## src/rtl/tdm_mux_8x1.sv

```systemverilog
// tdm_mux_8x1 -- eight-channel time-division multiplexer (transmit side).
//
// At frame start the eight channel words and the enable mask are captured;
// the enabled channels are then sent one per accepted slot in ascending
// index order, with the channel index on s for the receiving 1x8 demux.
//
// Ports:
//   clk        rising-edge clock
//   rst_n      asynchronous active-low reset
//   en         run request, sampled only when a frame may start
//   mask[7:0]  channel enables, captured at frame start
//   d[8*W-1:0] channel words, channel i at d[i*W +: W], captured at frame start
//   ready      downstream accepts the current slot
//   y[W-1:0]   current slot word (registered)
//   s[2:0]     current slot channel index (registered)
//   valid      y/s hold a slot
//   sof        current slot is the first of its frame
//   busy       a frame is in progress
//   frame_cnt  completed-frame count, wraps at 256
module tdm_mux_8x1 #(
    parameter int unsigned W = 1
) (
    input  logic           clk,
    input  logic           rst_n,
    input  logic           en,
    input  logic [7:0]     mask,
    input  logic [8*W-1:0] d,
    input  logic           ready,
    output logic [W-1:0]   y,
    output logic [2:0]     s,
    output logic           valid,
    output logic           sof,
    output logic           busy,
    output logic [7:0]     frame_cnt
);

    typedef enum logic {
        IDLE = 1'b0,
        SEND = 1'b1
    } state_t;

    state_t         state;
    logic [8*W-1:0] sh;
    logic [7:0]     mask_q;

    logic           start;
    logic [2:0]     first_idx;
    logic [2:0]     next_idx;
    logic [W-1:0]   first_word;
    logic [W-1:0]   next_word;

    function automatic logic [2:0] lowest(input logic [7:0] v);
        logic [2:0] idx;
        logic       found;
        idx   = '0;
        found = 1'b0;
        for (int unsigned i = 0; i < 8; i++) begin
            if (v[i] && !found) begin
                idx   = 3'(i);
                found = 1'b1;
            end
        end
        return idx;
    endfunction

    function automatic logic [W-1:0] word(input logic [8*W-1:0] v, input logic [2:0] idx);
        logic [W-1:0] w;
        w = '0;
        for (int unsigned i = 0; i < 8; i++) begin
            if (idx == 3'(i)) begin
                w = v[i*W +: W];
            end
        end
        return w;
    endfunction

    always_comb begin
        start      = en & (|mask);
        first_idx  = lowest(mask);
        first_word = word(d, first_idx);
        next_idx   = lowest(mask_q);
        next_word  = word(sh, next_idx);
    end

    always_ff @(posedge clk or negedge rst_n) begin
        if (!rst_n) begin
            state     <= IDLE;
            sh        <= '0;
            mask_q    <= '0;
            y         <= '0;
            s         <= '0;
            valid     <= 1'b0;
            sof       <= 1'b0;
            busy      <= 1'b0;
            frame_cnt <= '0;
        end else begin
            case (state)
                IDLE: begin
                    if (start) begin
                        sh     <= d;
                        s      <= first_idx;
                        y      <= first_word;
                        mask_q <= mask & ~(8'd1 << first_idx);
                        valid  <= 1'b1;
                        sof    <= 1'b1;
                        busy   <= 1'b1;
                        state  <= SEND;
                    end else begin
                        valid <= 1'b0;
                        sof   <= 1'b0;
                    end
                end
                SEND: begin
                    if (valid && ready) begin
                        if (mask_q != '0) begin
                            s      <= next_idx;
                            y      <= next_word;
                            mask_q <= mask_q & ~(8'd1 << next_idx);
                            sof    <= 1'b0;
                        end else begin
                            frame_cnt <= frame_cnt + 8'd1;
                            // Last slot accepted: chain straight into the
                            // next frame when possible so there is no bubble.
                            if (start) begin
                                sh     <= d;
                                s      <= first_idx;
                                y      <= first_word;
                                mask_q <= mask & ~(8'd1 << first_idx);
                                sof    <= 1'b1;
                            end else begin
                                valid <= 1'b0;
                                sof   <= 1'b0;
                                busy  <= 1'b0;
                                state <= IDLE;
                            end
                        end
                    end
                end
                default: state <= IDLE;
            endcase
        end
    end

endmodule

```

## config.mk

```make
export PLATFORM = sky130hd
export DESIGN_NAME = tdm_mux_8x1
export DESIGN_NICKNAME = d
export VERILOG_FILES = /design/src/rtl/tdm_mux_8x1.sv
export SDC_FILE = /design/constraint.sdc
export NUM_CORES = 1
export LEC_CHECK = 0
export BUFFER_PORTS_ARGS = -buffer_cell sky130_fd_sc_hd__clkbuf_2
export CAP_MARGIN = 20
export CELL_PAD_IN_SITES_DETAIL_PLACEMENT = 1
export CELL_PAD_IN_SITES_GLOBAL_PLACEMENT = 2
export CORE_UTILIZATION = 35
export CTS_CLUSTER_SIZE = 28
export DETAILED_ROUTE_END_ITERATION = 10
export PLACE_DENSITY_LB_ADDON = 0.1
export REMOVE_ABC_BUFFERS = 1
export SYNTH_ARGS = -nofsm -noshare
export SYNTH_HDL_FRONTEND = slang
export SYNTH_SLANG_ARGS = --single-unit
```

## constraint.sdc

```tcl
create_clock -name clk -period 3.8 [get_ports clk]
set_clock_uncertainty 0.05 [all_clocks]
set_input_delay 0.19 -clock clk [delete_from_list [all_inputs] [get_ports clk]]
set_output_delay 0.19 -clock clk [all_outputs]
set_load 0.02 [all_outputs]
```

; Word level (Yosys, flattened, before mapping)
; Index checks and enable logic that the tools add are counted.
; W data, S select, Z words.
[word_totals]
reg_bits = 32
latchBits = 0
ramBits = 0
mem_bits_ro = 0
n_memories = 0
[classes]
addsub = 1
mul = 0
div_mod_pow = 0
n_lt_le_gt_ge = 0
n_eq_ne = 18
n_shift = 2
muxes = 73
bitwise = 7
reduce_logical = 37
[op_table]
columns = op, count
row1 = $mux W8, 6
row2 = $mux W1, 44
row3 = $mux W3, 14
row4 = $pmux W8 S2, 2
row5 = $eq A3 B3 Y1 const B, 8
row6 = $and A8 B8 Y8, 2
row7 = $not A8 Y8, 2
row8 = $shl A1 B3 Y8 const A, 2
row9 = $logic_and A1 B1 Y1, 15
row10 = $logic_not A1 Y1, 14
row11 = $eq A3 B2 Y1 const B, 4
row12 = $pmux W1 S2, 5
row13 = $add A8 B1 Y8 const B, 1
row14 = $reduce_bool A8 Y1, 1
row15 = $reduce_or A8 Y1, 1
row16 = $eq A3 B1 Y1 const B, 2
row17 = $logic_not A3 Y1, 2
row18 = $ne A2 B2 Y1 const B, 3
row19 = $pmux W3 S2, 1
row20 = $reduce_and A3 Y1, 2
row21 = $reduce_and A4 Y1, 1
row22 = $mux W2, 1
row23 = $ne A2 B1 Y1 const B, 1
row24 = $not A1 Y1, 2
row25 = other kinds (2), 2

; Logic depth before layout (Yosys ltp)
[logic_depth]
word_depth = 35
mapped_depth = 8
ltp_nobuf = 6

; Worst setup path before layout
; No wires, ideal clock.
[synth_path]
path_type = register to register
start = register mask_q[0]
end = register mask_q[7]
arrival_time_ns = 1.679
slack_ns = 1.949
stages_incl_launch_ff = 6
n_path_buf = 0
synth_period_minus_slack_ns = 1.851
path_cell_list = dfrtp_1 > or4_1 > or4_1 > o21a_1 > o21ai_1 > nand2_1
[synth_via]
elab_chain_len = 28
[synth_rtl]
columns = item, line
row1 = from (decl), 44  ; logic [7:0] mask_q;
row2 = from (signal assigned), 103  ; mask_q <= mask & ~(8'd1 << first_idx);
row3 = from (signal assigned), 118  ; mask_q <= mask_q & ~(8'd1 << next_idx);
row4 = from (signal assigned), 128  ; mask_q <= mask & ~(8'd1 << first_idx);
row5 = $mux W1, 58  ; if (v[i] && !found) begin
row6 = $logic_not A1 Y1, 58
row7 = $logic_and A1 B1 Y1, 58
row8 = $mux W1, 58
row9 = $logic_not A1 Y1, 58
row10 = $logic_and A1 B1 Y1, 58
row11 = $mux W1, 58
row12 = $logic_not A1 Y1, 58
row13 = [... 12 more ...], n/a
row14 = $logic_and A1 B1 Y1, 58
row15 = $mux W3, 58
row16 = $shl A1 B3 Y8, 118
row17 = $not A8 Y8, 118
row18 = $and A8 B8 Y8, 118
row19 = $mux W8 (*), 115  ; if (mask_q != '0) begin
row20 = $mux W8 (*), 114  ; if (valid && ready) begin
row21 = $pmux W8 S2 (*), 97  ; case (state)
; Every way passes the cells marked *; elsewhere a longest branch is shown, timed or not. The select of a mux whose other input is x is not followed.
; A chain may end at the register's enable or synchronous reset.

; Worst setup path in the final report
[layout_path]
start = register mask_q[0]
end = register y
[layout_via]
elab_chain_len = 34
[layout_rtl]
columns = item, line
row1 = $mux W1, 58
row2 = $logic_not A1 Y1, 58
row3 = $logic_and A1 B1 Y1, 58
row4 = $mux W1, 58
row5 = $logic_not A1 Y1, 58
row6 = $logic_and A1 B1 Y1, 58
row7 = $mux W1, 58
row8 = $logic_not A1 Y1, 58
row9 = [... 11 more ...], n/a
row10 = $logic_not A1 Y1, 58
row11 = $logic_and A1 B1 Y1, 58
row12 = $mux W3, 58
row13 = $logic_not A3 Y1, 70  ; if (idx == 3'(i)) begin
row14 = $mux W1 (8 in series), 70
row15 = $mux W1 (*), 115
row16 = $mux W1 (*), 114
row17 = $pmux W1 S2 (*), 97
row18 = to (signal assigned), 102  ; y <= first_word;
row19 = to (signal assigned), 117  ; y <= next_word;
row20 = to (signal assigned), 127  ; y <= first_word;
row21 = to (decl), 29  ; output logic [W-1:0] y,
; Marked as above.

==> metrics.sh <==
PERIOD_MINUS_SLACK_PS=2541
GP_ROUTABILITY_CONGESTION=0.8748
FINAL.SETUP.TNS_PS=0
PWR_DENSITY_CELL_nW_PER_UM2=733.2
POSTCTSRESIZEDCELLS=0
DRT_ITER0_DRC=120
POST_SYNTH_NUM_CELL_TYPES=55
SYNTH_TOP_FAMILY_BY_AREA='simple AND/OR/NAND/NOR gates'
REPORT.POWER.TOTAL_mW=1.576
ROUTE.FINAL.WIRE_LENGTH_UM=5609
YOSYS.AREA_SHARE.ADDER_PCT=0.6863
CP_SLOWEST_STAGE_DELAY_PS=630
CRITPATHCAPTURETYPE='flip-flop'
DIEWIDTH_UM=74.17
RR_WORST_DEPTH=5
DRC_ERRORS=0
CRIT_REQUIRED_PS=3920
CTS_HOLD_BUF=1
RSZ0062_AT_GRT='no'
WORST_PIN_SLEW_PS=828.7
CTS_SINKS=32
SYNTHESIZED_AREA_SQ_UM=1823
VDD_DROP_MAX_uV=198.7
ANTENNA_FOUND_INITIAL=0
SYNTHESIZED_AREA_FRACTION_OCCUPIED_BY_AO_OA_AOI_AND_OAI_CELLS_PCT=21.41
VIAS_AFTER_DETAILED_ROUTING=1758
WORST_SETUP_ENDPOINT='y'
CAP_VIOLATIONS=0
NUMBER_OF_POST_CTS_SETUP_REPAIR_BUFFERS=0
GRT.OVERFLOW.TOTAL=0
LAYOUT.NETS=265
MAX-CLOCK-PATH-BUFFERS=2
POSTSYNTHCELLCOUNT=209
SYNTH_TOP_AREA_SHARE_PCT=43.93
SLEW_VIOLATIONS=0
NUM_ANTENNA_CELLS=0
CP-START-KIND='flip-flop'
SYNTH_AREA_LEADER_CELL='dfrtp_1'
TOP_LEVEL_PORTS=35
CRITICAL-PATH-SLOWEST-CELL='nor4_1'
FP_ROWS=25
MOST_COMMON_CELL_AFTER_LAYOUT_FILL_AND_TAPS_ASIDE='nand2_1'
SETUP_VIOL=0
SYNTH_FLOP_CELL='dfrtp_1'
WIRE_LENGTH_OF_THE_FIRST_GLOBAL_ROUTING_PASS_UM=9308
TIMING.RR.END='y'
START_UTIL_PCT=37.36
LAYOUT_COMMON_CELLS='nand2_1 (45), clkbuf_2 (34), dfrtp_1 (32), nor2_1 (17), a21oi_1 (10)'
INSERTION_DELAY_PS=280
YOSYS_WARNINGS=0
SYNTH_TOP_CELLS_BY_AREA='dfrtp_1 (44%), nand2_1 (9.3%), nor2_1 (3.5%)'
DIE_AREA_SQ_UM=5501
POST_SYNTH_XOR_XNOR_AREA_PCT=3.363
SYNTH-SEQ-CELLS=32
CRITICAL_PATH_ARRIVAL_PS=2670
CRITPATHKIND='reg2reg'
RUN_STATUS='completed'
STARTPOINT='mask_q[0]'
SYNTHTOLAYOUTAREAGROWTH_PCT=17.91
FIRST_GLOBAL_VIAS=1800
MUX_CONTRIBUTION_TO_SYNTHESIZED_AREA_PCT=0
SLEW_HEADROOM_PCT=44.76
CTS_BUFFERS=5
CLKTRANSATPATHREGS_PS=70
DP.FINAL_HPWL_UM=4340
SIMPLE_GATE_PORTION_OF_THE_SYNTHESIZED_AREA_PCT=26.90
NUMPORTBUFFERS=34
SHARE_OF_POST_ROUTE_CELLS_WITH_DRIVE_STRENGTH_ABOVE_1_PCT=20.00
SYN_AVG_CELL_AREA_SQ_UM=8.722
CTS.HTREE.LEVELS=2
SEQUENTIAL_SHARE_OF_THE_SYNTHESIZED_AREA_PCT=43.93
WORST_R2R_SETUP_SLACK_PS=1260
LARGEST_NET_DEGREE_AT_THE_START_OF_GLOBAL_ROUTING=33
ANT_NETS=0
POWER_LEAKAGE_nW=1.001
SYNTH_EDF_COUNT=0
DR.PASS1.ITERS=4
CRIT_CHAIN='nor4_1 > a21boi_2 > nor3_2 > o221ai_1 > o221a_1'
FINAL_HOLD_VIOL_COUNT=0
ROUTE.DETAILED.WL_PER_INST_UM=17.98
CTSROOTBUFFERMASTER='clkbuf_8'
DESIGN.CORE.AREA_SQ_UM=4880
FINALCRITPERIODSHARE_PCT=66.86
VIAS_PER_CELL=5.635
GRT_USAGE_PCT=22.85
WORST-PATH-MAX-FANOUT=11
TIMING.FMAX_GHz=0.3936
TIMING.RR.START='mask_q[0]'
CLASS_OF_THE_WORST_HOLD_PATH='in2reg'
ASYNC_FLOP_SHARE_PCT=100.0
CLOCK_TREE_FROM_TRITONCTS='built'
DIEHEIGHT_UM=74.17
[layout make-up]
| type | instances | area (sq um) |
|---|---|---|
| clock inverter | 2 | 35.03 |
| fill | 612 | 2730 |
| inverter | 6 | 22.52 |
| timing repair buffer | 35 | 180.2 |
| multi-input combinational | 164 | 954.7 |
| clock buffer | 6 | 72.57 |
| tap | 67 | 83.83 |
| sequential | 32 | 800.8 |
[worst max-delay path: cells and delay by family, from the launching register on]
kind | cells | cell delay [ps]
compound gates | 3 | 750
flops | 1 | 450
simple gates | 2 | 1180
[synth_stat cells, types with 2 or more instances]
cell and instances:
a21o_1 3, a21oi_1 10, a32o_1 2, buf_2 3, buf_6 2, dfrtp_1 32
inv_1 5, nand2_1 45, nand2b_1 3, nand3_1 9, nand4_1 3, nor2_1 17
nor2b_1 3, nor3_1 3, nor3b_1 2, o2111ai_1 2, o211ai_1 2, o21a_1 2
o21ai_0 9, o21ai_1 3, o221a_1 2, o22ai_1 2, o31ai_1 4, or4_1 5
xnor2_1 4, xor2_1 3
[power breakdown]
group / internal [mW] / switching [mW] / total (mW)
Clock: 0.194 / 0.126 / 0.320
Sequential: 0.458 / 0.135 / 0.593
Combinational: 0.252 / 0.410 / 0.662
[state kept, by name (all words and copies together), names as in the netlist]
name,count
y,1
s,3
sh,8
frame_cnt,8
sof,1
valid,1
mask_q,8
busy,1
state,1
[worst min path at each step]
stage	from	endpoint	slack [ps]	depth (start not counted)
finish	d[0]	sh[0]	90	3
CTS	d[0]	sh[0]	80	3
floorplan	rst_n	busy	-160	0
global route	d[1]	sh[1]	100	3
global placement	rst_n	valid	260	1
detailed placement	rst_n	valid	280	1
[cell families (layout without fill, tap and decap cells)]
family,count (synthesis),count (layout)
AND/OR/NAND/NOR,101,101
buffers and inverters,13,49
AO/OA/AOI/OAI,55,55
adder cells (fa/ha/maj),1,1
flip-flops,32,32
XOR/XNOR,7,7
[per-stage QoR]
step	setup WS (ps)	instances	hold slack, ps	area [sq um]	utilization, %
after global routing	1017	312	99.51	2150	44.05
after floorplan	1779	202	-155.6	1778	-
after global placement	1513	303	261.0	2032	41.64
after CTS	1224	312	76.90	2150	44.05
final	1259	312	89.18	2150	44.05
after detailed placement	1339	303	282.8	2032	41.64
[routing by layer]
layer  track usage (%)  wire (um)
met1             28.97       2445
met2             39.49       2799
met3             4.472        278
met4             6.410         85
met5                 0          0
Power figures use the tool's default switching activity.
